### config.mk
export PLATFORM = sky130hd
export DESIGN_NAME = ysyx_041461_pipe_ctrl
export DESIGN_NICKNAME = d
export VERILOG_FILES = /design/src/rtl/ysyx_041461_pipe_ctrl.sv
export SDC_FILE = /design/constraint.sdc
export NUM_CORES = 1
export LEC_CHECK = 0
export ABC_AREA = 1
export CELL_PAD_IN_SITES_DETAIL_PLACEMENT = 1
export CELL_PAD_IN_SITES_GLOBAL_PLACEMENT = 1
export CORE_MARGIN = 2
export CORE_UTILIZATION = 34
export DETAILED_ROUTE_END_ITERATION = 8
export GPL_ROUTABILITY_DRIVEN = 0
export PLACE_DENSITY_LB_ADDON = 0.1
export SLEW_MARGIN = 20
export SYNTH_ARGS = -nofsm -noshare
export SYNTH_HDL_FRONTEND = slang
export SYNTH_SLANG_ARGS = --single-unit
### constraint.sdc
create_clock -name clk -period 1.9 [get_ports clk]
set_clock_uncertainty 0.05 [all_clocks]
set_input_delay 0.19 -clock clk [delete_from_list [all_inputs] [get_ports clk]]
set_output_delay 0.19 -clock clk [all_outputs]
set_load 0.05 [all_outputs]
### src/rtl/ysyx_041461_pipe_ctrl.sv
// ============================================================================
// Module  : ysyx_041461_pipe_ctrl
// Brief   : 6-stage pipeline stall/flush control, trap drain sequencing, PC redirect.
// Revision: 1.0
// ============================================================================
`default_nettype none

module ysyx_041461_pipe_ctrl #(
    parameter int CNT_W  = 32,
    parameter int ADDR_W = 64
) (
    input  logic              clk,
    input  logic              rst,
    input  logic              PC_IF_busy,
    input  logic              PC_MEM_busy,
    input  logic              CD_ID_conflict,
    input  logic              CD_EXE_conflict,
    input  logic              CD_MEM_conflict,
    input  logic              CD_IF_trap,
    input  logic              CD_IF2_trap,
    input  logic              CD_ID_trap,
    input  logic              CD_EXE_trap,
    input  logic              CD_MEM_trap,
    input  logic              PC_ID_br_taken,
    input  logic [ADDR_W-1:0] PC_ID_br_target,
    input  logic              PC_WB_trap_valid,
    input  logic [ADDR_W-1:0] PC_WB_trap_target,
    output logic              PC_IF_stall,
    output logic              PC_IF2_stall,
    output logic              PC_ID_stall,
    output logic              PC_EXE_stall,
    output logic              PC_MEM_stall,
    output logic              PC_IF2_flush,
    output logic              PC_ID_flush,
    output logic              PC_EXE_flush,
    output logic              PC_MEM_flush,
    output logic              PC_WB_flush,
    output logic              PC_redirect_valid,
    output logic [ADDR_W-1:0] PC_redirect_pc,
    output logic [1:0]        PC_state,
    output logic [CNT_W-1:0]  PC_stall_cnt,
    output logic [CNT_W-1:0]  PC_trap_cnt
);

    localparam logic [1:0] S_RUN      = 2'd0;
    localparam logic [1:0] S_DRAIN    = 2'd1;
    localparam logic [1:0] S_REDIRECT = 2'd2;

    logic [1:0]        r_state;
    logic [1:0]        w_next_state;
    logic              r_redirect_valid;
    logic [ADDR_W-1:0] r_redirect_pc;
    logic [ADDR_W-1:0] r_trap_target;
    logic [CNT_W-1:0]  r_stall_cnt;
    logic [CNT_W-1:0]  r_trap_cnt;

    logic w_mem_stall, w_exe_stall, w_id_stall, w_if2_stall, w_if_stall;
    logic w_in_run, w_busy, w_trap_take, w_br_take;

    // Raw hazard chain; only driven onto the outputs while in RUN.
    assign w_mem_stall = PC_MEM_busy | CD_MEM_conflict;
    assign w_exe_stall = w_mem_stall | CD_EXE_conflict;
    assign w_id_stall  = w_exe_stall | CD_ID_conflict;
    assign w_if2_stall = w_id_stall;
    assign w_if_stall  = w_if2_stall | PC_IF_busy;

    assign w_in_run    = (r_state == S_RUN);
    assign w_busy      = PC_IF_busy | PC_MEM_busy;
    assign w_trap_take = w_in_run & PC_WB_trap_valid;
    assign w_br_take   = w_in_run & PC_ID_br_taken & ~w_id_stall & ~PC_WB_trap_valid;

    always_ff @(posedge clk) begin
        if (rst) begin
            r_state <= S_RUN;
        end else begin
            r_state <= w_next_state;
        end
    end

    always_comb begin
        w_next_state = S_RUN;
        case (r_state)
            S_RUN:      w_next_state = PC_WB_trap_valid ? (w_busy ? S_DRAIN : S_REDIRECT) : S_RUN;
            S_DRAIN:    w_next_state = w_busy ? S_DRAIN : S_REDIRECT;
            S_REDIRECT: w_next_state = S_RUN;
            default:    w_next_state = S_RUN;
        endcase
    end

    always_comb begin
        PC_IF_stall  = 1'b0;
        PC_IF2_stall = 1'b0;
        PC_ID_stall  = 1'b0;
        PC_EXE_stall = 1'b0;
        PC_MEM_stall = 1'b0;
        PC_IF2_flush = 1'b1;
        PC_ID_flush  = 1'b1;
        PC_EXE_flush = 1'b1;
        PC_MEM_flush = 1'b1;
        PC_WB_flush  = 1'b1;
        if (w_in_run) begin
            PC_IF_stall  = w_if_stall;
            PC_IF2_stall = w_if2_stall;
            PC_ID_stall  = w_id_stall;
            PC_EXE_stall = w_exe_stall;
            PC_MEM_stall = w_mem_stall;
            // r_redirect_valid in RUN can only come from a branch accepted last cycle.
            PC_IF2_flush = (w_if_stall & ~w_if2_stall) | CD_IF_trap | w_trap_take | w_br_take
                         | r_redirect_valid;
            PC_ID_flush  = CD_IF2_trap | w_trap_take | w_br_take;
            PC_EXE_flush = (w_id_stall & ~w_exe_stall) | CD_ID_trap | w_trap_take;
            PC_MEM_flush = (w_exe_stall & ~w_mem_stall) | CD_EXE_trap | w_trap_take;
            PC_WB_flush  = w_mem_stall | CD_MEM_trap | w_trap_take;
        end
    end

    always_ff @(posedge clk) begin
        if (rst) begin
            r_redirect_valid <= 1'b0;
            r_redirect_pc    <= '0;
            r_trap_target    <= '0;
            r_stall_cnt      <= '0;
            r_trap_cnt       <= '0;
        end else begin
            r_redirect_valid <= w_br_take | (w_next_state == S_REDIRECT);
            if (w_br_take) begin
                r_redirect_pc <= PC_ID_br_target;
            end else if (w_next_state == S_REDIRECT) begin
                r_redirect_pc <= w_in_run ? PC_WB_trap_target : r_trap_target;
            end
            if (w_trap_take) begin
                r_trap_target <= PC_WB_trap_target;
            end
            if (w_in_run && w_if_stall && !(&r_stall_cnt)) begin
                r_stall_cnt <= r_stall_cnt + CNT_W'(1);
            end
            if (w_trap_take && !(&r_trap_cnt)) begin
                r_trap_cnt <= r_trap_cnt + CNT_W'(1);
            end
        end
    end

    assign PC_redirect_valid = r_redirect_valid;
    assign PC_redirect_pc    = r_redirect_pc;
    assign PC_state          = r_state;
    assign PC_stall_cnt      = r_stall_cnt;
    assign PC_trap_cnt       = r_trap_cnt;

endmodule

`default_nettype wire

==> out/metrics.yaml, run 1 <==
logic_synthesis:
  synth.top_cell.area_share_pct: 38.2
  syn_inst: 1544
  ys_top_cells_by_area: "dfxtp_1 38%, nand2_1 17%, nor2_1 9.3%"
  synth_nets: 1688
  ys.flop_type: "dfxtp_1"
  synth_edf_count: 0
  synth_top_area_cell: "dfxtp_1"
  async_reset_ff_share_pct: 0
  syn_area_mm2: 0.0102
  synth_cell_type_count: 32
  synth.ff_latch_count: 195
  yosysWarnings: 0
  syn_area_per_cell_um2: 6.61
  ys_seq_area_share_pct: 38.2
setup_path:
  cp_top_family: "buffers and inverters"
  max_stage_delay_ns: 0.82
  critical_path_class: "flop to output pin"
  worstSetupEndpointType: "output pin"
  path_max_fanout: 2
  worstPathArrival_ns: 1.62
  r2r_start: "PC_stall_cnt[0]"
  r2r_slack_ns: 0.12
  crit_buf_inv: 1
  startpoint_type: "flop"
  slowest_stage: "clkdlybuf4s50_1"
  crit_chain: "clkdlybuf4s50_1"
  crit_start: "PC_redirect_pc[27]"
  critPathRequiredTime_ns: 1.66
sta:
  fmax_mhz: 538
  setup_viol: 0
  min_period_ns: 1.86
  rsz0062_at_grt: "true"
  post-route-period-util_pct: 97.7
  finalSetupTns_ns: 0
  hold_violations: 0
  worst_slew_pin_slew_ns: 0.586
  whs_ns: 0.307
  maxSlewHeadroom_pct: 60.9
  maxSlewViolCount: 0
clock_network:
  htreeDepth: 4
  cts_tree: "built"
  cts.sinks: 195
  clockBufferDepth: 2
  numCtsBuffers: 17
  insertion_delay_ns: 0.44
  clk_pin_slew_ns: 0.07
  ctsRootBufferMaster: "clkbuf_16"
route:
  drtIter0Drc: 385
  ant_nets: 0
  vias_per_cell: 4.87
  drc: 0
  firstDrtPassIters: 5
  vias: 10900
  wl_um: 36200
  routedWlPerCell_um: 16.1
die:
  initial_core_util_pct: 34.4
  core_region_area_mm2: 0.0296
  die_h_um: 177
  num_io_pins: 283
  rows: 63
  die_area_mm2: 0.0314
  die_w_um: 177
grt:
  antenna_found_initial: 8
  grt_max_degree: 87
  grt_overflow_total: 0
  grt_pass1_vias: 11400
  grt_util_all_layers_pct: 22.9
  grt_pass1_wl_um: 57400
pwr:
  p_clk_share_pct: 37.0
  p_leak_nw: 6.18
  swShare_pct: 29.1
  powerDensity_mw_per_mm2: 695
  pwr-share-seq_pct: 43.0
  p_sw_mw: 2.96
  intPower_mw: 7.21
  power_frac_comb_pct: 20.0
  ir_drop_v: 0.000502
  total_power_mw: 10.2
job:
  maxCapViolations: 0
final_layout:
  num-fill-cells: 3829
  seqCellArea_mm2: 0.00391
  fin_area_mm2: 0.0146
  drive_above_1_share_pct: 13.0
  multi_input_comb_area_mm2: 0.00549
  fin_util_pct: 49.3
  finalNetCount: 1978
  syn_to_final_growth_pct: 43.2
hold_path:
  hp-start: "PC_WB_trap_target[60]"
  worstHoldPathType: "primary input to flop"
placement:
  numPortBuffers: 282
  dp_hpwl_um: 26000
  dpl_cell_area_mm2: 0.0137
run_status:
  outcome: "completed"
[routing by layer]
metal  share of wire (%)  vias up  GRT usage [%]
met5               0.064        -              0
met2                  50      182           40.6
met4                 1.7        4           6.76
met1                  44     5181           27.7
li1                    -     5522              -
met3                 4.5       38           4.90
[cell families (layout without fill, tap and decap cells)]
family,Yosys count,in the layout,share of synthesized area (%)
adders and majority gates,2,2,0.245
DFF,195,195,38.2
other,0,6,0
and+or+nand+nor,828,828,32.7
xor gates and xnor gates,7,7,0.601
AOI/OAI and AO/OA,304,304,19.0
buffers and inverters,208,511,9.30
[power by group through the flow]
| stage | clock network, mW | logic, mW | registers (mW) |
|---|---|---|---|
| 6_report | 3.76 | 2.04 | 4.37 |
| 5_1_grt | 4.02 | 2.21 | 4.39 |
| 4_1_cts | 3.86 | 2.05 | 4.37 |
| 3_5_place_dp | 0 | 1.96 | 4.46 |
| 3_3_place_gp | 0 | 1.93 | 4.46 |
| 2_1_floorplan | 0 | 0.856 | 4.72 |
[worst paths after layout]
kind                            depth (start not counted)            endpoint
worst max register to register                         10    PC_stall_cnt[22]
worst min-delay path                                    3   r_trap_target[60]
worst max-delay path                                    1  PC_redirect_pc[27]
worst min register to register                          2   r_trap_target[56]
[area by class of cell]
class	count	share of cell area (%)
inverters	121	3.14
multi-input cells	1141	37.6
clock inverters	11	0.873
well taps	390	3.34
flip-flops and latches	195	26.8
repair buffers	358	25.0
diodes	6	0.103
clock buffers	21	3.22
[registers in the layout, indices dropped and copies added, names as in the netlist]
signal	count
PC_redirect_valid	1
r_trap_target	64
PC_stall_cnt	32
PC_redirect_pc	64
PC_trap_cnt	32
PC_state	2
[Yosys cell counts, types with 4 or more instances]
cell type,n
inv_2,7
a21oi_1,114
buf_2,32
dfxtp_1,195
nor2_2,7
o21ai_1,34
nor2_4,4
o21ai_0,95
inv_1,113
nand2_1,468
nand2_2,5
xor2_1,5
nand4_1,9
nor2_1,254
clkbuf_1,31
nand3_1,64
nor3_1,6
nand3b_1,4
buf_4,8
a211oi_2,50
a211oi_1,9
buf_6,13
[cell usage in the layout, fill, tap and decap left out, drive strengths merged, types with 4 or more instances in the layout]
cell type	count
a211oi	59
a21oi	114
buf	98
clkbuf	21
clkdlybuf4s50	198
clkinv	6
dfxtp	195
diode	6
dlygate4sd2	53
dlymetal6s2s	6
inv	121
nand2	473
nand3	68
nand3b	4
nand4	9
nor2	265
nor3	6
o21ai	130
xor2	5
[what timing repair did]
action	in CTS	in global routing
endpoints found under the hold margin	14	0
resized for setup	60	41
setup endpoints to repair	62	58
cloned	2	0
setup buffers	6	5
pin swaps	3	3
hold buffers	1	0
[per-stage QoR]
step | std cells | worst slack [ns]
3_3_place_gp | 2191 | -0.0896
4_1_cts | 2232 | 0.000246
2_1_floorplan | 1544 | 0.0000697
6_report | 2243 | 0.0429
3_5_place_dp | 2191 | -0.156
5_1_grt | 2240 | -0.0266
No activity file was read; power rests on OpenSTA's default activity.
==> run 2, diff against run 1 <==
Settings changed: HOLD_SLACK_MARGIN from default to 0.1.
==> results of run 2 <==
The final DEF is identical to that of run 1; final timing and power are the same.
==> run 3, diff against run 2 <==
Settings changed: CORE_MARGIN 2 to default.
==> run 3 against run 2 <==
Final cell count barely moved. Sequential cell count did not move. Critical path depth did not move. Largest cell class unchanged.
==> out/metrics.yaml, run 3 (same netlist as run 1, synthesis figures left out) <==
sta:
  hold_violations: 0  # unchanged
  min_period_ns: 1.86  # about the same
  maxSlewViolCount: 0  # unchanged
  maxSlewHeadroom_pct: 61.6  # was 60.9%
  fmax_mhz: 537  # was 538 MHz
  finalSetupTns_ns: 0  # unchanged
  rsz0062_at_grt: "true"  # unchanged
  setup_viol: 0  # unchanged
  post-route-period-util_pct: 98.0  # was 97.7%
  whs_ns: 0.195  # was 0.307 ns
  worst_slack_ns: 0.0384  # was 0.0429 ns
  worst_slew_pin_slew_ns: 0.576  # was 0.586 ns
final_layout:
  drive_above_1_share_pct: 12.8  # was 13.0%
  seqCellArea_mm2: 0.00391  # about the same
  num-fill-cells: 3813  # was 3829
  multi_input_comb_area_mm2: 0.00545  # was 0.00549 mm²
  final_cell_mix: "466 x nand2_1, 244 x nor2_1, 193 x clkdlybuf4s50_1, 189 x dfxtp_1, 112 x a21oi_1"  # was 468 x nand2_1, 241 x nor2_1, 198 x clkdlybuf4s50_1, 188 x dfxtp_1, 111 x a21oi_1
  finalNetCount: 1984  # was 1978
  fin_util_pct: 49.4  # was 49.3%
  final_cells: 2245  # was 2243
  syn_to_final_growth_pct: 43.0  # was 43.2%
  fin_area_mm2: 0.0146  # about the same
  final_common_cell: "nand2_1"  # unchanged
setup_path:
  r2r_start: "PC_stall_cnt[0]"  # unchanged
  worstPathArrival_ns: 1.62  # about the same
  slowest_stage: "clkdlybuf4s50_1"  # unchanged
  path_max_fanout: 5  # was 2
  startpoint_type: "flop"  # unchanged
  worstSetupEndpointType: "output pin"  # unchanged
  critical_path_class: "flop to output pin"  # unchanged
  cp_top_family: "buffers and inverters"  # unchanged
  crit_buf_inv: 1  # unchanged
  max_stage_delay_ns: 0.81  # was 0.82 ns
  r2r_slack_ns: 0.12  # about the same
  critPathRequiredTime_ns: 1.66  # about the same
  rr_endpoint: "PC_stall_cnt[7]"  # was PC_stall_cnt[22]
  crit_chain: "clkdlybuf4s50_1"  # unchanged
  worstRegToRegCells: 11  # was 10
pwr:
  powerDensity_mw_per_mm2: 697  # was 695 mW/mm²
  p_leak_nw: 6.24  # was 6.18 nW
  ir_drop_v: 0.000586  # was 0.000502 V
  total_power_mw: 10.2  # about the same
placement:
  dp.cells: 2196  # was 2191
  dpl_cell_area_mm2: 0.0138  # was 0.0137 mm²
  numPortBuffers: 282  # unchanged
  dp_hpwl_um: 25700  # was 26000 µm
  post-place-ws_ns: -0.135  # was -0.156 ns
hold_path:
  hp-start: "rst"  # was PC_WB_trap_target[60]
  hold-path-endpoint: "PC_state[1]"  # was r_trap_target[60]
  hold_path_depth: 3  # unchanged
  worstHoldPathType: "primary input to flop"  # unchanged
clock_network:
  holdBufCountCts: 0  # was 1
  ctsRootBufferMaster: "clkbuf_16"  # unchanged
  clk_pin_slew_ns: 0.07  # about the same
  insertion_delay_ns: 0.45  # was 0.44 ns
  htreeDepth: 4  # unchanged
  numCtsBuffers: 17  # unchanged
  cts.sinks: 195  # unchanged
  clockBufferDepth: 2  # unchanged
  cts_tree: "built"  # unchanged
run_status:
  outcome: "completed"  # unchanged
die:
  initial_core_util_pct: 34.5  # was 34.4%
  die_h_um: 175  # was 177 µm
  core_region_area_mm2: 0.0296  # about the same
  rows: 63  # unchanged
  die_area_mm2: 0.0307  # was 0.0314 mm²
  num_io_pins: 283  # unchanged
  die_w_um: 175  # was 177 µm
grt:
  grt_pass1_vias: 11100  # was 11400
  grt_util_all_layers_pct: 23.5  # was 22.9%
  antenna_found_initial: 7  # was 8
  grt_max_degree: 73  # was 87
  grt_overflow_total: 0  # unchanged
  grt_pass1_wl_um: 57200  # was 57400 µm
route:
  vias: 11000  # was 10900
  firstDrtPassIters: 6  # was 5
  wl_um: 36200  # about the same
  routedWlPerCell_um: 16.1  # about the same
  vias_per_cell: 4.88  # was 4.87
  ant_nets: 0  # unchanged
  drc: 0  # unchanged
  drtIter0Drc: 463  # was 385
job:
  maxCapViolations: 0  # unchanged
run 3: cell types whose count changed in the layout (fill, tap and decap cells not counted), sizes merged, moves of 2 or more:
cell	change
clkdlybuf4s50	-5
diode	-4
dlygate4sd2	+10
clkbuf	+2
inv	+2
clkinv	-4
run 3: worst max-delay path by stage:
stage / from / to / cells past startpoint
global route: PC_state[0] / PC_IF2_flush / 7
global placement: PC_MEM_busy / PC_redirect_pc[28] / 9
CTS: PC_redirect_pc[26] / PC_redirect_pc[26] / 1
finish: PC_stall_cnt[0] / PC_stall_cnt[0] / 1
floorplan: PC_state[1] / PC_MEM_flush / 6
detailed placement: PC_MEM_busy / PC_redirect_pc[17] / 10
run 3: worst register-to-register path, cell delays in order, from the launching register on:
cell	delay (ns)
dfxtp_2	0.37
ha_1	0.19
nand2_1	0.10
nor2_4	0.14
nand2_2	0.12
nor2_4	0.16
nand3_4	0.14
buf_4	0.17
nand2_1	0.08
nand2_1	0.07
nand2_1	0.06
nor2_1	0.05
run 3: metal layers:
layer / routed length, µm / track usage (%) / vias up
met4: 776 / 7.57 / 8
met5: 55 / 0 / -
met2: 17200 / 40.4 / 207
met1: 16400 / 29.1 / 5156
met3: 1800 / 4.96 / 46
li1: - / - / 5534
run 3: report_power, final:
part	switching [mW]	internal [mW]	total [mW]
clock network	1.71	2.06	3.76
registers	0.0812	4.28	4.36
logic	1.16	0.877	2.04
run 3: cell type report:
class	count	share of cell area, %
clock inverters	10	0.831
multi-input cells	1141	37.3
clock buffers	22	3.25
repair buffers	364	25.3
diodes	2	0.0343
flip-flops and latches	195	26.8
well taps	390	3.34
inverters	121	3.11
run 3: timing repair:
item	CTS	global route
gates resized for setup	72	29
gates cloned	3	1
pin swaps	3	2
setup endpoints to repair	69	46
setup buffers	6	5
